==> src/rtl/pipe_bk_adder.sv <==
// rtl/pipe_bk_adder.sv - Pipelined Brent-Kung add/sub with valid/ready flow control; optional out_ovf under PIPE_BK_ADDER_OVF_EN
module pipe_bk_adder #(
    parameter int WIDTH  = 12,
    parameter int STAGES = 2
) (
    input  logic               clk,
    input  logic               rst,
    input  logic               in_valid,
    output logic               in_ready,
    input  logic [2*WIDTH-1:0] in_bits,
    input  logic               in_sub,
    output logic               out_valid,
    input  logic               out_ready,
`ifdef PIPE_BK_ADDER_OVF_EN
    output logic               out_ovf,
`endif
    output logic [WIDTH:0]     out_sum
);

    // Prefix tree is built over the operand width padded to a power of two.
    localparam int LG = $clog2(WIDTH);
    localparam int N  = 1 << LG;
    // LG up-sweep levels followed by LG-1 down-sweep levels.
    localparam int T  = 2 * LG - 1;
    localparam logic [N-1:0] ONE = {{(N-1){1'b0}}, 1'b1};

    // Up-sweep level t pairs with distance 2^t; down-sweep levels shrink back towards 1.
    function automatic int lvl_dist(input int t);
        return (t < LG) ? (1 << t) : (1 << (2 * LG - 2 - t));
    endfunction

    // Bit positions that receive a group combine at prefix level t.
    function automatic logic [N-1:0] lvl_mask(input int t);
        logic [N-1:0] m;
        int           d;
        m = '0;
        d = lvl_dist(t);
        for (int i = 0; i < N; i++) begin
            if (t < LG) begin
                if (((i + 1) % (2 * d)) == 0)
                    m = m | (ONE << i);
            end else begin
                if ((((i + 1) % (2 * d)) == d) && (i >= 2 * d))
                    m = m | (ONE << i);
            end
        end
        return m;
    endfunction

    // First prefix level handled by pipeline segment s; levels are spread evenly.
    function automatic int seg_lo(input int s);
        return (s * T) / STAGES;
    endfunction

    // Group generate after applying prefix levels [lo, hi).
    function automatic logic [N-1:0] seg_g(input int lo, input int hi,
                                           input logic [N-1:0] g_in, input logic [N-1:0] p_in);
        logic [N-1:0] g;
        logic [N-1:0] p;
        logic [N-1:0] m;
        int           d;
        g = g_in;
        p = p_in;
        for (int t = lo; t < hi; t++) begin
            m = lvl_mask(t);
            d = lvl_dist(t);
            g = g | (m & p & (g << d));
            p = p & (~m | (p << d));
        end
        return g;
    endfunction

    // Group propagate after applying prefix levels [lo, hi).
    function automatic logic [N-1:0] seg_p(input int lo, input int hi, input logic [N-1:0] p_in);
        logic [N-1:0] p;
        logic [N-1:0] m;
        p = p_in;
        for (int t = lo; t < hi; t++) begin
            m = lvl_mask(t);
            p = p & (~m | (p << lvl_dist(t)));
        end
        return p;
    endfunction

    logic [WIDTH-1:0] a_w;
    logic [WIDTH-1:0] b_w;
    logic [WIDTH-1:0] be_w;
    logic [WIDTH-1:0] x_in;
    logic [N-1:0]     g_in;
    logic [N-1:0]     p_in;

    logic [N-1:0]     g_d [STAGES];
    logic [N-1:0]     p_d [STAGES];
    logic [WIDTH-1:0] x_d [STAGES];
    logic [STAGES-1:0] cin_d;

    logic [N-1:0]     g_q [STAGES];
    logic [N-1:0]     p_q [STAGES];
    logic [WIDTH-1:0] x_q [STAGES];
    logic [STAGES-1:0] cin_q;

    logic [STAGES-1:0] valid_q;
    logic [STAGES-1:0] valid_d;
    logic [STAGES-1:0] adv;
    logic [STAGES-1:0] load;
    logic              go;
    logic [WIDTH-1:0]  carries;

    genvar gi;
    generate
        for (gi = 0; gi < WIDTH; gi++) begin : g_split
            assign a_w[gi] = in_bits[2*gi];
            assign b_w[gi] = in_bits[2*gi+1];
        end
    endgenerate

    // Bit-level generate/propagate; the subtract carry-in is folded into bit 0's generate.
    always_comb begin
        be_w           = b_w ^ {WIDTH{in_sub}};
        x_in           = a_w ^ be_w;
        g_in           = '0;
        p_in           = '0;
        g_in[WIDTH-1:0] = a_w & be_w;
        g_in[0]        = (a_w[0] & be_w[0]) | (x_in[0] & in_sub);
        p_in[WIDTH-1:0] = x_in;
    end

    // Each segment applies its share of prefix levels to the previous stage's registers.
    always_comb begin
        g_d[0]   = seg_g(seg_lo(0), seg_lo(1), g_in, p_in);
        p_d[0]   = seg_p(seg_lo(0), seg_lo(1), p_in);
        x_d[0]   = x_in;
        cin_d    = '0;
        cin_d[0] = in_sub;
        for (int s = 1; s < STAGES; s++) begin
            g_d[s]   = seg_g(seg_lo(s), seg_lo(s + 1), g_q[s-1], p_q[s-1]);
            p_d[s]   = seg_p(seg_lo(s), seg_lo(s + 1), p_q[s-1]);
            x_d[s]   = x_q[s-1];
            cin_d[s] = cin_q[s-1];
        end
    end

    // Backpressure walks from the output towards the input: a stage moves when its successor can take it.
    always_comb begin
        go  = out_ready;
        adv = '0;
        for (int s = STAGES - 1; s >= 0; s--) begin
            adv[s] = valid_q[s] & go;
            go     = ~valid_q[s] | adv[s];
        end
        in_ready = ~rst & go;
        load     = (adv << 1) | STAGES'(in_valid & in_ready);
        valid_d  = load | (valid_q & ~adv);
    end

    // Stage occupancy; reset empties the pipe and drops anything in flight.
    always_ff @(posedge clk) begin
        if (rst)
            valid_q <= '0;
        else
            valid_q <= valid_d;
    end

    // Stage data registers capture only when their stage is loaded, so a stalled stage holds.
    always_ff @(posedge clk) begin
        for (int s = 0; s < STAGES; s++) begin
            if (load[s]) begin
                g_q[s]   <= g_d[s];
                p_q[s]   <= p_d[s];
                x_q[s]   <= x_d[s];
                cin_q[s] <= cin_d[s];
            end
        end
    end

    // Final sum XOR uses the completed carries of the last stage; output reads 0 when not valid.
    assign carries   = {g_q[STAGES-1][WIDTH-2:0], cin_q[STAGES-1]};
    assign out_valid = valid_q[STAGES-1] & ~rst;
    assign out_sum   = out_valid ? {g_q[STAGES-1][WIDTH-1], x_q[STAGES-1] ^ carries} : '0;

`ifdef PIPE_BK_ADDER_OVF_EN
    // Signed overflow is the carry into the MSB differing from the carry out of it.
    assign out_ovf = out_valid & (g_q[STAGES-1][WIDTH-1] ^ g_q[STAGES-1][WIDTH-2]);
`endif

endmodule

==> config.mk <==
export PLATFORM = sky130hd
export DESIGN_NAME = pipe_bk_adder
export DESIGN_NICKNAME = d
export VERILOG_FILES = /design/src/rtl/pipe_bk_adder.sv
export SDC_FILE = /design/constraint.sdc
export NUM_CORES = 1
export LEC_CHECK = 0
export ABC_AREA = 1
export CAP_MARGIN = 25
export CORE_ASPECT_RATIO = 0.75
export CORE_MARGIN = 10
export CORE_UTILIZATION = 45
export DETAILED_ROUTE_END_ITERATION = 10
export PLACE_DENSITY = 0.83
export SYNTH_ARGS = -nofsm -noshare
export SYNTH_HDL_FRONTEND = slang
export SYNTH_SLANG_ARGS = --single-unit
==> constraint.sdc <==
create_clock -name clk -period 2.2 [get_ports clk]
set_input_delay 0.44 -clock clk [delete_from_list [all_inputs] [get_ports clk]]
set_output_delay 0.44 -clock clk [all_outputs]
set_load 0.01 [all_outputs]
==> out/results.txt <==
Status = finished clean
Post-CTS Hold Buffers = 0
Chain of cells forming the critical path = clkdlybuf4s50_1 > inv_1 > nand2_1 > buf_12 > nor2_1 > dlygate4sd2_1
Post-route setup slack = 167.7 ps
Die outline area = 0.008464 mm2
Yosys top cell area share = 68.53%
Crit end category = output port
Nets = 259
Largest stage delay on the critical path = 420 ps
Pwr Density = 714.1 mW/mm2
# rows = 22
Inst Count DP = 272
Cell Count, Final, Fillers Out = 280
Post-cts sizing count = 14
Post-route ant nets = 0
RSZ-0062 raised after global routing = no
Total setup buffers inserted after CTS = 0
Routed vias = 1303
Largest net degree at the start of global routing = 29
Inserted Clock Buffers = 5
Initial core utilization = 46.87%
Worst-path maximum fanout = 14
Setup Skew = 1.717 ps
Clock Latency Late Sink = 300 ps
Core Box Area = 0.004955 mm2
Total design power = 2165 uW
TritonCTS clock tree = done
H-tree levels = 2
Placement Setup Slack = -118.1 ps
Worst R2R Path Depth = 7
DRC viols = 0
Yosys top cell by area = edfxtp_1
Cells after synthesis = 162
Die H = 82.21 um
Setup crit start kind = primary input
Routed WL = 3.993 mm
Final period util = 92.38%
Critical Path Sink = out_sum[1]
Share of cells above drive strength 1 = 10.91%
Final setup viols = 0
Rel. slew slack = 88.49%
Number of global-route vias before repair = 1337
GRT Overall Usage = 9.844%
Die width = 103.0 um
Total iterations of the first detailed-routing run = 6
CP required = 1760 ps
Reg-to-reg slack, setup = 780 ps
Data arrival time of the critical path = 1590 ps
Post-DP HPWL = 3.175 mm
Most common cell after layout, fill and taps aside = edfxtp_1
Gpl congestion = 0.7612
Port Buffers = 43
Yosys cell types = 18
Clock Path Buffers = 2
Worst reg2reg startpoint = valid_q[1]
Worst R2R End = x_q[0][11]
First-pass GRT wire length = 6.258 mm
Max Fclk = 492.1 MHz
Mapped Avg Cell Area = 14.33 um2
Final Max Tran Viols = 0
CP max-delay cell = clkdlybuf4s50_1
Initial antenna violation count = 0
Grt total ovfl = 0
Synth warn = 0
DRT iter0 DRCs = 45
Static Leak = 0.001275 uW
Setup crit start = rst
Post-route minimum period = 2032 ps
Clock-pin slew on the worst setup and hold paths = 80 ps
Vias per cell = 4.654
Peak supply drop = 0.0002867 V
Setup TNS = 0 ps
WS Path Type = in2out
Most frequent cells in the layout = edfxtp_1, clkdlybuf4s50_1, nor2_1
Number of synthesized register bits = 55
Hold WC Path Type = reg2reg
CTS root buf = clkbuf_8
Syn_nets = 202
# diodes = 0
Post-synthesis sequential area ratio = 70.26%
Max Cap Viol = 0
Syn Std Cell Area = 0.002322 mm2
Actual slew at the worst max-slew pin = 171.9 ps
Clock sink count = 55
Final hold viol count = 0
# IOs = 44
Top cells by area, synth = edfxtp_1, ha_1, xnor2_1, xor2_1, a21o_1
Area grow syn2layout = 30.55%
Routed wire per std cell = 14.26 um
-- through the flow --
step | cell area [um2] | utilization, % | hold slack (ps)
global placement | 2939 | 59.32 | 400.9
global route | 3032 | 61.19 | 436.1
CTS | 3029 | 61.14 | 426.3
detailed placement | 2939 | 59.32 | 405.6
finish | 3032 | 61.19 | 422.8
floorplan | 2325 | - | 400.3
-- how the worst min path moves through the flow --
| stage | from | endpoint | cells past startpoint |
|---|---|---|---|
| 5_1_grt | x_q[0][9] | x_q[0][21] | 0 |
| 2_1_floorplan | cin_q[0] | cin_q[1] | 0 |
| 3_5_place_dp | cin_q[0] | cin_q[1] | 0 |
| 4_1_cts | x_q[0][9] | x_q[0][21] | 0 |
| 6_report | x_q[0][9] | x_q[0][21] | 0 |
| 3_3_place_gp | cin_q[0] | cin_q[1] | 0 |
-- critical path, delay by kind of cell --
family	cells	cell delay, ps
simple gates	2	200
buf+inv	4	940
-- kinds of logic (layout without fill, tap and decap cells) --
| group | count (synthesis) | after routing | synth area share, % |
|---|---|---|---|
| fa+ha+maj | 11 | 11 | 5.927 |
| flops | 55 | 55 | 70.26 |
| buf+inv | 17 | 75 | 2.964 |
| compound gates | 17 | 17 | 4.903 |
| xor+xnor | 24 | 24 | 9.052 |
| simple gates | 38 | 38 | 6.896 |
-- cell usage after synthesis --
| master | n |
|---|---|
| and2_1 | 1 |
| nand2_1 | 15 |
| nand3_1 | 1 |
| nor2_1 | 17 |
| a21oi_1 | 5 |
| a21o_1 | 11 |
| edfxtp_1 | 53 |
| a31oi_1 | 1 |
| buf_2 | 1 |
| xnor2_1 | 12 |
| inv_1 | 13 |
| buf_4 | 1 |
| inv_2 | 2 |
| nand3_2 | 1 |
| ha_1 | 11 |
| dfxtp_1 | 2 |
| nand2_2 | 3 |
| xor2_1 | 12 |
-- final cells by class --
class                      count  area, um2
fill                         386       1923
clock buffer                   5      68.82
clock inverter                 3      38.79
multi-input combinational     90      628.1
tap                           60      75.07
timing repair buffer          52      533.0
inverter                      15      56.30
sequential                    55       1632
-- metal layers --
layer	vias up	global-route usage, %	routed length (um)
li1	669	-	-
met1	587	10.57	1697
met2	41	16.74	1952
met3	6	3.651	255
met4	0	5.402	88
met5	-	0	0
-- registers in the layout (all words and copies together) (netlist names) --
name	cells
g_q	24
cin_q	2
p_q	3
x_q	24
valid_q	2
-- where the power goes --
group	total [uW]	switching, uW	internal (uW)
Combinational	282	133	148
Clock	627	294	333
Sequential	1260	24.3	1230
Total	2160	452	1710
Power figures use the tool's default switching activity.
